[src/rtl/score_pkg.sv]
// -----------------------------------------------------------------------------
// score_pkg
// Shared definitions for the score sequencer: note mode codes, score-word field
// positions, the sequencer state encoding and small word-decode helpers.
// No ports (package).
// -----------------------------------------------------------------------------
package score_pkg;

  // Note articulation codes; BPM_COMM in the top two bits marks a command word.
  localparam logic [1:0] MODE_NORMAL   = 2'b00;
  localparam logic [1:0] MODE_STACCATO = 2'b01;
  localparam logic [1:0] MODE_SLURRED  = 2'b10;
  localparam logic [1:0] MODE_BPM_COMM = 2'b11;

  // Score word field positions.
  localparam int MODE_MSB = 15;
  localparam int MODE_LSB = 14;
  localparam int TONE_MSB = 13;
  localparam int TONE_LSB = 8;
  localparam int LEN_MSB  = 3;
  localparam int LEN_LSB  = 0;
  localparam int BPM_MSB  = 7;
  localparam int BPM_LSB  = 0;

  // Sequencer states.
  typedef enum logic [1:0] {
    ST_IDLE   = 2'd0,
    ST_FETCH  = 2'd1,
    ST_DECODE = 2'd2,
    ST_NOTE   = 2'd3
  } state_e;

  // What a fetched score word asks the sequencer to do.
  typedef enum logic [1:0] {
    WORD_NOTE  = 2'd0,
    WORD_TEMPO = 2'd1,
    WORD_END   = 2'd2
  } word_kind_e;

  // Classify a score word: command words carry a zero low byte for end-of-song.
  function automatic word_kind_e word_kind(input logic [15:0] w);
    word_kind_e k;
    if (w[MODE_MSB:MODE_LSB] != MODE_BPM_COMM) begin
      k = WORD_NOTE;
    end else if (w[BPM_MSB:BPM_LSB] == 8'h00) begin
      k = WORD_END;
    end else begin
      k = WORD_TEMPO;
    end
    return k;
  endfunction

  // Articulation of a note word; the command code can never reach a note.
  function automatic logic [1:0] note_mode_of(input logic [15:0] w);
    logic [1:0] m;
    case (w[MODE_MSB:MODE_LSB])
      MODE_NORMAL:   m = MODE_NORMAL;
      MODE_STACCATO: m = MODE_STACCATO;
      MODE_SLURRED:  m = MODE_SLURRED;
      default:       m = MODE_NORMAL;
    endcase
    return m;
  endfunction

endpackage

[src/rtl/score_sequencer_rise_detect.sv]
// -----------------------------------------------------------------------------
// rise_detect
// One-register rising-edge detector for an already debounced level.
// Ports:
//   clk   in  system clock
//   rst   in  asynchronous active-high reset
//   din   in  level input
//   rise  out high for the cycle in which din is 1 and was 0 one cycle earlier
// The output is combinational from din so that a rise acts in the same cycle.
// -----------------------------------------------------------------------------
module rise_detect (
  input  logic clk,
  input  logic rst,
  input  logic din,
  output logic rise
);

  logic prev_q;
  logic prev_d;

  // Next value of the delayed copy of the input.
  always_comb begin
    prev_d = din;
  end

  // Delayed copy of the input level.
  always_ff @(posedge clk or posedge rst) begin
    if (rst) begin
      prev_q <= 1'b0;
    end else begin
      prev_q <= prev_d;
    end
  end

  assign rise = din & ~prev_q;

endmodule

[src/rtl/score_sequencer.sv]
// -----------------------------------------------------------------------------
// score_sequencer
// Playback scheduler between the score memory and the note timing/tone
// datapath. Fetches one score word per request/acknowledge handshake, decodes
// it into a note, a tempo command or end-of-song, hands notes to the timing
// controller and waits for their completion. Owns play/pause, file tempo and
// restart-to-start-of-song.
// Ports:
//   clk, rst     clock, asynchronous active-high reset
//   play_btn     debounced level; each rising edge toggles play/pause
//   stop         synchronous level: rewind, reload tempo, halt, clear err
//   mem_req      out pulse requesting the next score word
//   mem_ack      in pulse, mem_data valid in the same cycle
//   mem_data     16-bit score word
//   mem_rewind   out pulse resetting the memory address to word 0
//   note_start   out pulse; note_tone/len/mode valid from this cycle, held
//   note_tone    tone index (word[13:8])
//   note_len     duration code (word[3:0])
//   note_mode    articulation (word[15:14])
//   note_en      high while a note sounds and playback is not paused
//   note_done    in pulse from the timing controller
//   default_bpm  tempo from the latest tempo command
//   playing      play state
//   song_end     out pulse on end-of-song
//   err          sticky fetch-timeout flag
// All outputs are registered.
// -----------------------------------------------------------------------------
module score_sequencer #(
  parameter logic [7:0] DEFAULT_BPM = 8'd80,
  parameter logic [9:0] ACK_TIMEOUT = 10'd1023
) (
  input  logic        clk,
  input  logic        rst,
  input  logic        play_btn,
  input  logic        stop,
  output logic        mem_req,
  input  logic        mem_ack,
  input  logic [15:0] mem_data,
  output logic        mem_rewind,
  output logic        note_start,
  output logic [5:0]  note_tone,
  output logic [3:0]  note_len,
  output logic [1:0]  note_mode,
  output logic        note_en,
  input  logic        note_done,
  output logic [7:0]  default_bpm,
  output logic        playing,
  output logic        song_end,
  output logic        err
);

  import score_pkg::*;

  state_e      state_q, state_d;
  logic [15:0] word_q, word_d;
  logic [9:0]  cnt_q, cnt_d;
  // A request has been issued and its acknowledge is still outstanding.
  logic        wait_q, wait_d;

  logic        mem_req_q, mem_req_d;
  logic        mem_rewind_q, mem_rewind_d;
  logic        note_start_q, note_start_d;
  logic [5:0]  tone_q, tone_d;
  logic [3:0]  len_q, len_d;
  logic [1:0]  mode_q, mode_d;
  logic        note_en_q, note_en_d;
  logic [7:0]  bpm_q, bpm_d;
  logic        playing_q, playing_d;
  logic        song_end_q, song_end_d;
  logic        err_q, err_d;

  logic        rise_s;
  logic        toggled_s;
  logic        timeout_s;
  word_kind_e  kind_s;

  rise_detect u_play_rise (
    .clk  (clk),
    .rst  (rst),
    .din  (play_btn),
    .rise (rise_s)
  );

  // Next-state and output decode; priority stop > timeout > pause toggle > normal.
  always_comb begin
    state_d      = state_q;
    word_d       = word_q;
    cnt_d        = cnt_q;
    wait_d       = wait_q;
    playing_d    = playing_q;
    err_d        = err_q;
    bpm_d        = bpm_q;
    tone_d       = tone_q;
    len_d        = len_q;
    mode_d       = mode_q;
    mem_req_d    = 1'b0;
    mem_rewind_d = 1'b0;
    note_start_d = 1'b0;
    song_end_d   = 1'b0;
    toggled_s    = rise_s ? ~playing_q : playing_q;
    // An ack in the last allowed cycle still wins over the timeout.
    timeout_s    = (state_q == ST_FETCH) && wait_q && !mem_ack && (cnt_q >= ACK_TIMEOUT);
    kind_s       = word_kind(word_q);

    if (stop) begin
      state_d      = ST_IDLE;
      wait_d       = 1'b0;
      cnt_d        = 10'd0;
      playing_d    = 1'b0;
      err_d        = 1'b0;
      bpm_d        = DEFAULT_BPM;
      tone_d       = 6'd0;
      len_d        = 4'd0;
      mode_d       = 2'd0;
      mem_rewind_d = 1'b1;
    end else if (timeout_s) begin
      state_d   = ST_IDLE;
      wait_d    = 1'b0;
      cnt_d     = 10'd0;
      playing_d = 1'b0;
      err_d     = 1'b1;
    end else begin
      case (state_q)
        ST_IDLE: begin
          if (rise_s) begin
            playing_d = 1'b1;
            state_d   = ST_FETCH;
            mem_req_d = 1'b1;
            wait_d    = 1'b1;
            cnt_d     = 10'd0;
          end else begin
            playing_d = 1'b0;
          end
        end

        ST_FETCH: begin
          playing_d = toggled_s;
          if (wait_q) begin
            // The handshake completes even while paused.
            if (mem_ack) begin
              word_d  = mem_data;
              wait_d  = 1'b0;
              cnt_d   = 10'd0;
              state_d = ST_DECODE;
            end else begin
              cnt_d = (cnt_q == 10'h3FF) ? cnt_q : cnt_q + 10'd1;
            end
          end else if (toggled_s) begin
            // Entered FETCH while paused: the request goes out on resume.
            mem_req_d = 1'b1;
            wait_d    = 1'b1;
            cnt_d     = 10'd0;
          end else begin
            cnt_d = 10'd0;
          end
        end

        ST_DECODE: begin
          if (rise_s) begin
            // A toggle holds the decode for at least one more cycle.
            playing_d = toggled_s;
          end else if (playing_q) begin
            case (kind_s)
              WORD_END: begin
                song_end_d   = 1'b1;
                mem_rewind_d = 1'b1;
                bpm_d        = DEFAULT_BPM;
                playing_d    = 1'b0;
                state_d      = ST_IDLE;
              end
              WORD_TEMPO: begin
                bpm_d     = word_q[BPM_MSB:BPM_LSB];
                state_d   = ST_FETCH;
                mem_req_d = 1'b1;
                wait_d    = 1'b1;
                cnt_d     = 10'd0;
              end
              default: begin
                tone_d       = word_q[TONE_MSB:TONE_LSB];
                len_d        = word_q[LEN_MSB:LEN_LSB];
                mode_d       = note_mode_of(word_q);
                note_start_d = 1'b1;
                state_d      = ST_NOTE;
              end
            endcase
          end else begin
            state_d = ST_DECODE;
          end
        end

        ST_NOTE: begin
          playing_d = toggled_s;
          if (note_done) begin
            // The note is complete; request the next word only if still playing.
            state_d = ST_FETCH;
            if (toggled_s) begin
              mem_req_d = 1'b1;
              wait_d    = 1'b1;
              cnt_d     = 10'd0;
            end else begin
              wait_d = 1'b0;
              cnt_d  = 10'd0;
            end
          end else begin
            state_d = ST_NOTE;
          end
        end

        default: begin
          state_d   = ST_IDLE;
          playing_d = 1'b0;
          wait_d    = 1'b0;
        end
      endcase
    end

    note_en_d = (state_d == ST_NOTE) && playing_d;
  end

  // State, captured word, timeout counter and all registered outputs.
  always_ff @(posedge clk or posedge rst) begin
    if (rst) begin
      state_q      <= ST_IDLE;
      word_q       <= 16'h0000;
      cnt_q        <= 10'd0;
      wait_q       <= 1'b0;
      mem_req_q    <= 1'b0;
      mem_rewind_q <= 1'b0;
      note_start_q <= 1'b0;
      tone_q       <= 6'd0;
      len_q        <= 4'd0;
      mode_q       <= 2'd0;
      note_en_q    <= 1'b0;
      bpm_q        <= DEFAULT_BPM;
      playing_q    <= 1'b0;
      song_end_q   <= 1'b0;
      err_q        <= 1'b0;
    end else begin
      state_q      <= state_d;
      word_q       <= word_d;
      cnt_q        <= cnt_d;
      wait_q       <= wait_d;
      mem_req_q    <= mem_req_d;
      mem_rewind_q <= mem_rewind_d;
      note_start_q <= note_start_d;
      tone_q       <= tone_d;
      len_q        <= len_d;
      mode_q       <= mode_d;
      note_en_q    <= note_en_d;
      bpm_q        <= bpm_d;
      playing_q    <= playing_d;
      song_end_q   <= song_end_d;
      err_q        <= err_d;
    end
  end

  assign mem_req     = mem_req_q;
  assign mem_rewind  = mem_rewind_q;
  assign note_start  = note_start_q;
  assign note_tone   = tone_q;
  assign note_len    = len_q;
  assign note_mode   = mode_q;
  assign note_en     = note_en_q;
  assign default_bpm = bpm_q;
  assign playing     = playing_q;
  assign song_end    = song_end_q;
  assign err         = err_q;

endmodule

[config.mk]
export PLATFORM = sky130hd
export DESIGN_NAME = score_sequencer
export DESIGN_NICKNAME = d
export VERILOG_FILES = /design/src/rtl/score_pkg.sv /design/src/rtl/score_sequencer_rise_detect.sv /design/src/rtl/score_sequencer.sv
export SDC_FILE = /design/constraint.sdc
export NUM_CORES = 1
export LEC_CHECK = 0
export CORE_MARGIN = 8
export CORE_UTILIZATION = 26
export DETAILED_ROUTE_END_ITERATION = 6
export GPL_TIMING_DRIVEN = 0
export RECOVER_POWER = 25
export SYNTH_ARGS = -nofsm -noshare
export SYNTH_HDL_FRONTEND = slang
export SYNTH_SLANG_ARGS = --single-unit
export TNS_END_PERCENT = 20
[constraint.sdc]
create_clock -name clk -period 2.75 [get_ports clk]
set_input_delay 0.4125 -clock clk [delete_from_list [all_inputs] [get_ports clk]]
set_output_delay 0.4125 -clock clk [all_outputs]
set_load 0.05 [all_outputs]
# Word level (Yosys, flattened, before mapping)
# Cells that the tools add are included.
[totals]
mem_bits_ro = 0
wordCells = 150
ram_bits = 0
in_bits = 22
mem_count = 0
ff_bits = 57
latchBits = 0
[op_classes]
div = 0
n_shift = 0
n_eq_ne = 19
reduce_logical = 18
add_sub_neg = 1
multipliers = 0
n_lt_le_gt_ge = 1
n_bitwise = 5
mux = 90
[ops]
columns = ["cell", "n"]
rows = [
  ["2-to-1 mux 10 bit", 10],
  ["2-to-1 mux 8 bit", 5],
  ["one-hot mux 10 bit (4 select lines)", 1],
  ["2-to-1 mux 1 bit", 39],
  ["2-to-1 mux 6 bit", 6],
  ["2-to-1 mux 2 bit", 16],
  ["2-to-1 mux 4 bit", 6],
  ["AND reduction 5 bit", 4],
  ["inequality test 4 bit (second input constant)", 4],
  ["one-hot mux 8 bit (2 select lines)", 1],
  ["adder 10 x 1 -> 10 bit (second input constant)", 1],
  ["equality test 10 bit (second input constant)", 1],
  ["equality test 2 bit (second input constant)", 5],
  [">= comparator 10 bit (second input constant)", 1],
  ["logical NOT 8 bit", 1],
  ["one-hot mux 1 bit (4 select lines)", 2],
  ["one-hot mux 2 bit (2 select lines)", 2],
  ["one-hot mux 2 bit (4 select lines)", 1],
  ["equality test 2 x 1 -> 1 bit (second input constant)", 3],
  ["inequality test 2 bit (second input constant)", 3],
  ["inequality test 6 bit (second input constant)", 1],
  ["AND reduction 6 bit", 1],
  ["nonzero test 2 bit", 3],
  ["logical AND 1 bit", 4],
  ["other kinds (9)", 13],
]

# Longest topological paths before layout
# Gate-level depths: netlist of the first run.
[depth]
ltp_word = 12
ltp_mapped = 6

# Modules after synthesis
# Synthesis of the first run repeated with hierarchy kept, for this count alone.
[unflattened]
hier_cells = 246
area_unflattened_um2 = 2642.5
[modules_own_cells]
columns = ["module", "n_inst", "cells_each", "area_each_um2"]
rows = [
  ["score_sequencer", 1, 243, 2600.0],
  ["rise_detect", 1, 3, 42.5],
]

# Least setup slack after synthesis of the first run
# Ideal clock, no wire load.
[synth_path]
kind = "register to register"
start = "register cnt_q[0]"
end = "register cnt_q[7]"
period_less_slack_ns = 2.014
arrival_time_ns = 1.888
setup_ns = 0.126
slack_ns = 0.736
n_path_buf = 0
required_ns = 2.624
path_stages_with_launch = 7
cell_sequence = "dfrtp_1 -> ha_1 -> nand3_1 -> nor4_4 -> nand2b_1 -> a311oi_4 -> a221o_1"
[synth_between]
elab_chain_cells = 7
elab_cells_between_ends = 17
[synth_lines]
columns = ["item", "line_no", "text"]
rows = [
  ["from (decl)", "score_sequencer.sv:56", "logic [9:0] cnt_q, cnt_d;"],
  ["from (signal assigned)", "score_sequencer.sv:241", "cnt_q <= cnt_d;"],
  ["adder 10 x 1 -> 10 bit", "score_sequencer.sv:146", "cnt_d = (cnt_q == 10'h3FF) ? cnt_q : cnt_q + 10'd1;"],
  ["2-to-1 mux 10 bit", "score_sequencer.sv:146", ""],
  ["2-to-1 mux 10 bit", "score_sequencer.sv:140", "if (mem_ack) begin"],
  ["2-to-1 mux 10 bit", "score_sequencer.sv:138", "if (wait_q) begin"],
  ["one-hot mux 10 bit (4 select lines)", "score_sequencer.sv:123", "case (state_q)"],
  ["2-to-1 mux 10 bit", "score_sequencer.sv:116", "end else if (timeout_s) begin"],
  ["2-to-1 mux 10 bit", "score_sequencer.sv:105", "if (stop) begin"],
]
# Several ways; a longest one is shown, not always the timed one. The select of a mux whose other input is x is not followed.
# A chain may end at the register's enable or synchronous reset.

# Worst setup path after layout of the first run
[layout_path]
start = "input mem_ack"
end = "register cnt_q[2]"
[layout_between]
elab_chain_cells = 5
elab_cells_between_ends = 15
[layout_lines]
columns = ["item", "line_no", "text"]
rows = [
  ["from (decl)", "score_sequencer.sv:37", "input logic mem_ack,"],
  ["2-to-1 mux 10 bit / logical NOT 1 bit (equally long branches)", "score_sequencer.sv:140, score_sequencer.sv:102", ""],
  ["2-to-1 mux 10 bit / logical AND 1 bit (equally long branches)", "score_sequencer.sv:138, score_sequencer.sv:102", ""],
  ["one-hot mux 10 bit (4 select lines) / logical AND 1 bit (equally long branches)", "score_sequencer.sv:123, score_sequencer.sv:102", ""],
  ["2-to-1 mux 10 bit, or another cell as far along", "score_sequencer.sv:116", ""],
  ["2-to-1 mux 10 bit / AND reduction 6 bit (equally long branches)", "n/a", ""],
]
# Several ways; a longest one is shown, not always the timed one.

==> out/summary.txt, run 1 <==
Post-DP HPWL -> 4820 microns
Worst-Skew Late Latency -> 0.34 ns
Fillers -> 1030
Largest net degree at the start of global routing -> 31
Avg WL per Cell -> 14.5 microns
Clk pin slew, worst setup/hold paths -> 0.07 ns
Clock sinks -> 57
Top_reg_cell synth -> dfrtp_1
Min Tclk post-route -> 2.38 ns
ANT nets after route -> 0
Final setup vio count -> 0
Critical path required time -> 2.97 ns
Worst slew pin tran -> 1.06 ns
Number of synthesized flops with an enable pin -> 0
Placeable Area -> 0.00973 sq mm
Max IR drop VDD -> 0.262 mV
Worst setup EP type -> flop
Die area -> 0.0135 sq mm
Post-synth ARST share -> 100%
Hold slack -> 0.511 ns
Final hold vios -> 0
Fin nets -> 328
Comb power frac -> 12.2%
Fraction of layout instances using a drive strength above 1 -> 14.5%
H-tree Lvls -> 3
Starting density of the core -> 26.7%
DIE HEIGHT -> 116 microns
Largest area contributor in the synthesized netlist -> dfrtp_1
Fmax -> 420 MHz
Crit start category -> primary input
P_sw -> 550 uW
Antenna violations before repair -> 0
Synth top area share -> 52.9%
Drt drc -> 0
Vias per cell -> 4.62
Layout area overhead -> 32.2%
Cells after Synth -> 245
Synth Warn # -> 0
GRT Resource Usage Total -> 10.3%
Slew Viols, Final -> 0
Post_cts resized -> 0
Gp weighted congestion -> 0.767
Worst hold-check path type -> flop to flop
Avg Inst Size Synth -> 10.6 sq um
Seq/Total Area, Yosys -> 54.9%
Bufs on Longest Clock Path -> 2
Routed WL -> 6430 microns
Final core utilization -> 35.4%
CTS tree -> done
Crit path arrival time -> 2.60 ns
Max-Cap Viols -> 0
CTS hold repair buffers -> 0
Status -> completed
Synth cell types -> 46
Ant. Diodes -> 0
Most frequent cells in the layout -> dfrtp_1, clkdlybuf4s50_1, nand2_1
DR iter-0 viols -> 88
Die width -> 116 microns
Clk root buf -> clkbuf_8
Seq pwr share -> 49.3%
Port bufs -> 48
Yosys reg bits -> 57
Aggregate global routing overflow -> 0
Slew HR -> 29.3%
Peak fanout along the critical path -> 10
Mapped Nets -> 268
Cts bufs inserted -> 9
Vias in the first global route -> 2064
Part of the power in the clock network -> 38.4%
RSZ-0062 raised after global routing -> false
Worst Path Class, Setup -> primary input to flop
DRT Pass-1 Iters -> 4
Mapped Area -> 0.00260 sq mm
Top cells by area, synth -> dfrtp_1, mux2_2, nand2_1
Total setup buffers inserted after CTS -> 0
Total number of vias -> 2048
Rows -> 36
Layout Skew -> 0.00704 ns
Post-route clock period utilization -> 86.6%
P per Cell Area -> 553 mW/mm^2
Most common cell after layout, fill and taps aside -> dfrtp_1
Sw Ratio -> 28.9%
First-pass GRT wire length -> 10700 microns
I/O pin cnt -> 49
Lkg Pwr -> 1.46 nW
Internal -> 1.35 mW
state kept, by name, indices dropped and copies added, names as in the netlist, 2 cells and up:
register and count:
note_len 4, note_mode 2, default_bpm 8, note_tone 6, state_q 2, cnt_q 10
word_q 16
area by class of cell:
cell class	count	area [sq um]	share of cell area (%)
Sequential cell	57	1430	41.5
Multi-Input combinational cell	176	1130	32.8
Timing Repair Buffer	49	485	14.1
Tap cell	133	166	4.84
Clock buffer	9	124	3.60
Clock inverter	7	61.3	1.78
Buffer	10	38.8	1.13
Inverter	2	7.51	0.218
worst max-delay path, cell delays in order:
cell             delay (ns)
clkdlybuf4s50_1        0.48
or3b_4                 0.42
nor4_4                 0.46
nand2b_1               0.22
a311oi_4               0.18
a221o_1                0.41
metal layers:
metal	vias to the layer above	track usage, %	wire [microns]
li1	1010	-	-
met1	993	12.7	2960
met2	41	15.8	3050
met3	4	4.12	375
met4	0	3.63	48
met5	-	0	0
power by group through the flow:
stage / Combinational (mW) / Sequential [mW] / Clock, mW
4_1_cts: 0.239 / 0.939 / 0.752
6_report: 0.232 / 0.939 / 0.731
2_1_floorplan: 0.154 / 0.949 / 0
5_1_grt: 0.256 / 0.946 / 0.783
3_5_place_dp: 0.237 / 0.956 / 0
3_3_place_gp: 0.230 / 0.952 / 0
path summary, 6_finish.rpt:
kind / start / end / slack (ns) / cells past startpoint
max in group asynchronous: rst / word_q[15]$_DFFE_PP0P_ / 0.69 / 3
worst min-delay path: word_q[10]$_DFFE_PP0P_ / word_q[10]$_DFFE_PP0P_ / 0.51 / 1
min in group asynchronous: rst / word_q[1]$_DFFE_PP0P_ / 0.77 / 2
worst min register to register: word_q[10]$_DFFE_PP0P_ / word_q[10]$_DFFE_PP0P_ / 0.51 / 1
worst max register to register: cnt_q[0]$_DFFE_PP0P_ / cnt_q[2]$_DFFE_PP0P_ / 0.39 / 6
worst max-delay path: mem_ack / cnt_q[2]$_DFFE_PP0P_ / 0.37 / 6
synth_stat cells (3+ instances only):
library cell,number
o21a_1,3
nand4_1,4
nor2_1,18
nor4_1,3
clkbuf_1,9
a21oi_1,20
nand2_1,39
dfrtp_1,55
a221o_1,3
nand2b_1,3
nand3_1,5
mux2_2,17
o21ai_0,6
nor3_1,11
a211o_1,5
and3_1,3
nor2b_1,3
cell families (layout without fill, tap and decap cells):
family	count (synthesis)	after routing	synth area share, %
AO/OA/AOI/OAI	54	54	15.0
AND/OR/NAND/NOR	103	103	20.2
XOR/XNOR	1	1	0.337
buffers and inverters	12	77	1.78
flip-flops	57	57	54.9
multiplexers	17	17	7.36
adder cells (fa/ha/maj)	1	1	0.481
through the flow:
stage	area (sq um)	TNS, ns	std cells	total power [mW]	worst slack [ns]
6_report	3440	0	443	1.90	0.369
3_3_place_gp	3250	-10.42	426	1.18	-0.193
2_1_floorplan	2600	0	245	1.10	0.736
3_5_place_dp	3270	0	427	1.19	0.0460
5_1_grt	3440	0	443	1.99	0.226
4_1_cts	3450	0	443	1.93	0.384
Power figures use the tool's default switching activity.
==> run 2: changes to the inputs <==
--- a/config.mk
+++ b/config.mk
@@ -5,7 +5,7 @@
 export SDC_FILE = /design/constraint.sdc
 export NUM_CORES = 1
 export LEC_CHECK = 0
-export CORE_MARGIN = 8
+export CORE_MARGIN = 10
 export CORE_UTILIZATION = 26
 export DETAILED_ROUTE_END_ITERATION = 6
 export GPL_TIMING_DRIVEN = 0
==> run 2 against run 1 <==
Routed wire length grew 2.3%. Clock skew up 0.0098 ns. Sequential power is essentially flat. Clock-buffer cell count stayed put. Sequential share of layout area unchanged.
==> out/summary.txt, run 2 (synthesized netlist as in run 1, its figures left out) <==
Status -> completed
Fmax -> 430 MHz
Fin nets -> 328
Vias in the first global route -> 2194
Lkg Pwr -> 1.46 nW
Worst Path Class, Setup -> flop to flop
Ant. Diodes -> 0
GRT Resource Usage Total -> 9.67%
Worst slew pin tran -> 0.908 ns
Most frequent cells in the layout -> dfrtp_1, clkdlybuf4s50_1, nand2_1
CTS hold repair buffers -> 0
Clk pin slew, worst setup/hold paths -> 0.08 ns
Worst setup EP type -> flop
Total setup buffers inserted after CTS -> 0
Most common cell after layout, fill and taps aside -> dfrtp_1
Starting density of the core -> 26.6%
Avg WL per Cell -> 14.8 microns
FF/Latch Area -> 0.00143 sq mm
I/O pin cnt -> 49
Fraction of layout instances using a drive strength above 1 -> 14.5%
Crit path arrival time -> 2.54 ns
H-tree Lvls -> 3
Post-route setup slack -> 0.425 ns
First-pass GRT wire length -> 11200 microns
DIE HEIGHT -> 120 microns
Slew Viols, Final -> 0
Post-route clock period utilization -> 84.5%
Die area -> 0.0144 sq mm
Clk root buf -> clkbuf_8
Fillers -> 1008
Antenna violations before repair -> 0
Rows -> 36
Area occupied by multi-input gates -> 0.00113 sq mm
Clock sinks -> 57
Min Tclk post-route -> 2.32 ns
Layout Skew -> 0.0169 ns
Gp weighted congestion -> 0.784
Die width -> 120 microns
ANT nets after route -> 0
Place WS -> 0.0825 ns
Largest net degree at the start of global routing -> 38
PnR Total Power -> 1.90 mW
Placeable Area -> 0.00977 sq mm
Placed cells -> 427
Slew HR -> 39.5%
Bufs on Longest Clock Path -> 2
Max FFs per register -> 16
Routed WL -> 6580 microns
Cts bufs inserted -> 9
Aggregate global routing overflow -> 0
Worst-Skew Late Latency -> 0.34 ns
Worst hold-check path type -> flop to flop
RSZ-0062 raised after global routing -> false
Critical path required time -> 2.97 ns
Max IR drop VDD -> 0.233 mV
Final hold vios -> 0
Drt drc -> 0
Layout area overhead -> 32.2%
DP Area -> 0.00327 sq mm
Largest register by flop count -> word_q
Peak fanout along the critical path -> 10
CTS tree -> done
Fin cells -> 443
Post_cts resized -> 0
Crit start category -> flop
Port bufs -> 48
P per Cell Area -> 552 mW/mm^2
Vias per cell -> 4.71
DRT Pass-1 Iters -> 4
Post-DP HPWL -> 4770 microns
Total number of vias -> 2087
Final setup vio count -> 0
Post-route design area -> 0.00344 sq mm
DR iter-0 viols -> 94
Max-Cap Viols -> 0
==> run 2: final timing paths <==
| path | startpoint | end | slack [ns] | cells after the start |
|---|---|---|---|---|
| worst max-delay path | cnt_q[1]$_DFFE_PP0P_ | cnt_q[7]$_DFFE_PP0P_ | 0.43 | 6 |
| worst min-delay path | word_q[13]$_DFFE_PP0P_ | word_q[13]$_DFFE_PP0P_ | 0.51 | 1 |
| worst max register to register | cnt_q[1]$_DFFE_PP0P_ | cnt_q[7]$_DFFE_PP0P_ | 0.43 | 6 |
| worst min register to register | word_q[13]$_DFFE_PP0P_ | word_q[13]$_DFFE_PP0P_ | 0.51 | 1 |
| max in group asynchronous | rst | default_bpm[7]$_DFFE_PP0P_ | 0.72 | 3 |
| min in group asynchronous | rst | song_end$_DFF_PP0_ | 0.67 | 2 |
==> run 2: worst max-delay path, cell delays in order, from the launching register on <==
cell and delay, ns:
dfrtp_1 0.38, ha_1 0.19, nand3_1 0.27, nor4_4 0.57
nand2b_1 0.22, a311oi_4 0.19, a221o_1 0.39
==> run 2: where the power goes <==
group / internal, mW / leakage, nW / switching, mW
Sequential: 0.894 / 0.772 / 0.0436
Combinational: 0.112 / 0.603 / 0.121
Clock: 0.343 / 0.0888 / 0.384
==> run 2: routing by layer <==
layer,track usage (%),vias up,part of all wire [%]
li1,-,1005,-
met4,3.85,0,0.70
met2,15.1,54,49
met5,0,-,0
met1,11.7,1026,45
met3,3.75,2,5.7
==> run 2: area by class of cell <==
cell class,count,share of cell area [%]
Clock inverter,7,1.78
Multi-Input combinational cell,176,32.8
Timing Repair Buffer,49,14.1
Tap cell,133,4.84
Buffer,10,1.13
Sequential cell,57,41.5
Clock buffer,9,3.60
Inverter,2,0.218
==> run 2: per-stage QoR <==
| step | utilization, % | setup TNS, ns | hold slack, ns |
|---|---|---|---|
| after global routing | 35.2 | 0 | 0.528 |
| after global placement | 33.2 | -6.64 | 0.489 |
| final | 35.2 | 0 | 0.511 |
| after floorplan | - | 0 | 0.444 |
| after detailed placement | 33.4 | 0 | 0.494 |
| after CTS | 35.3 | 0 | 0.421 |
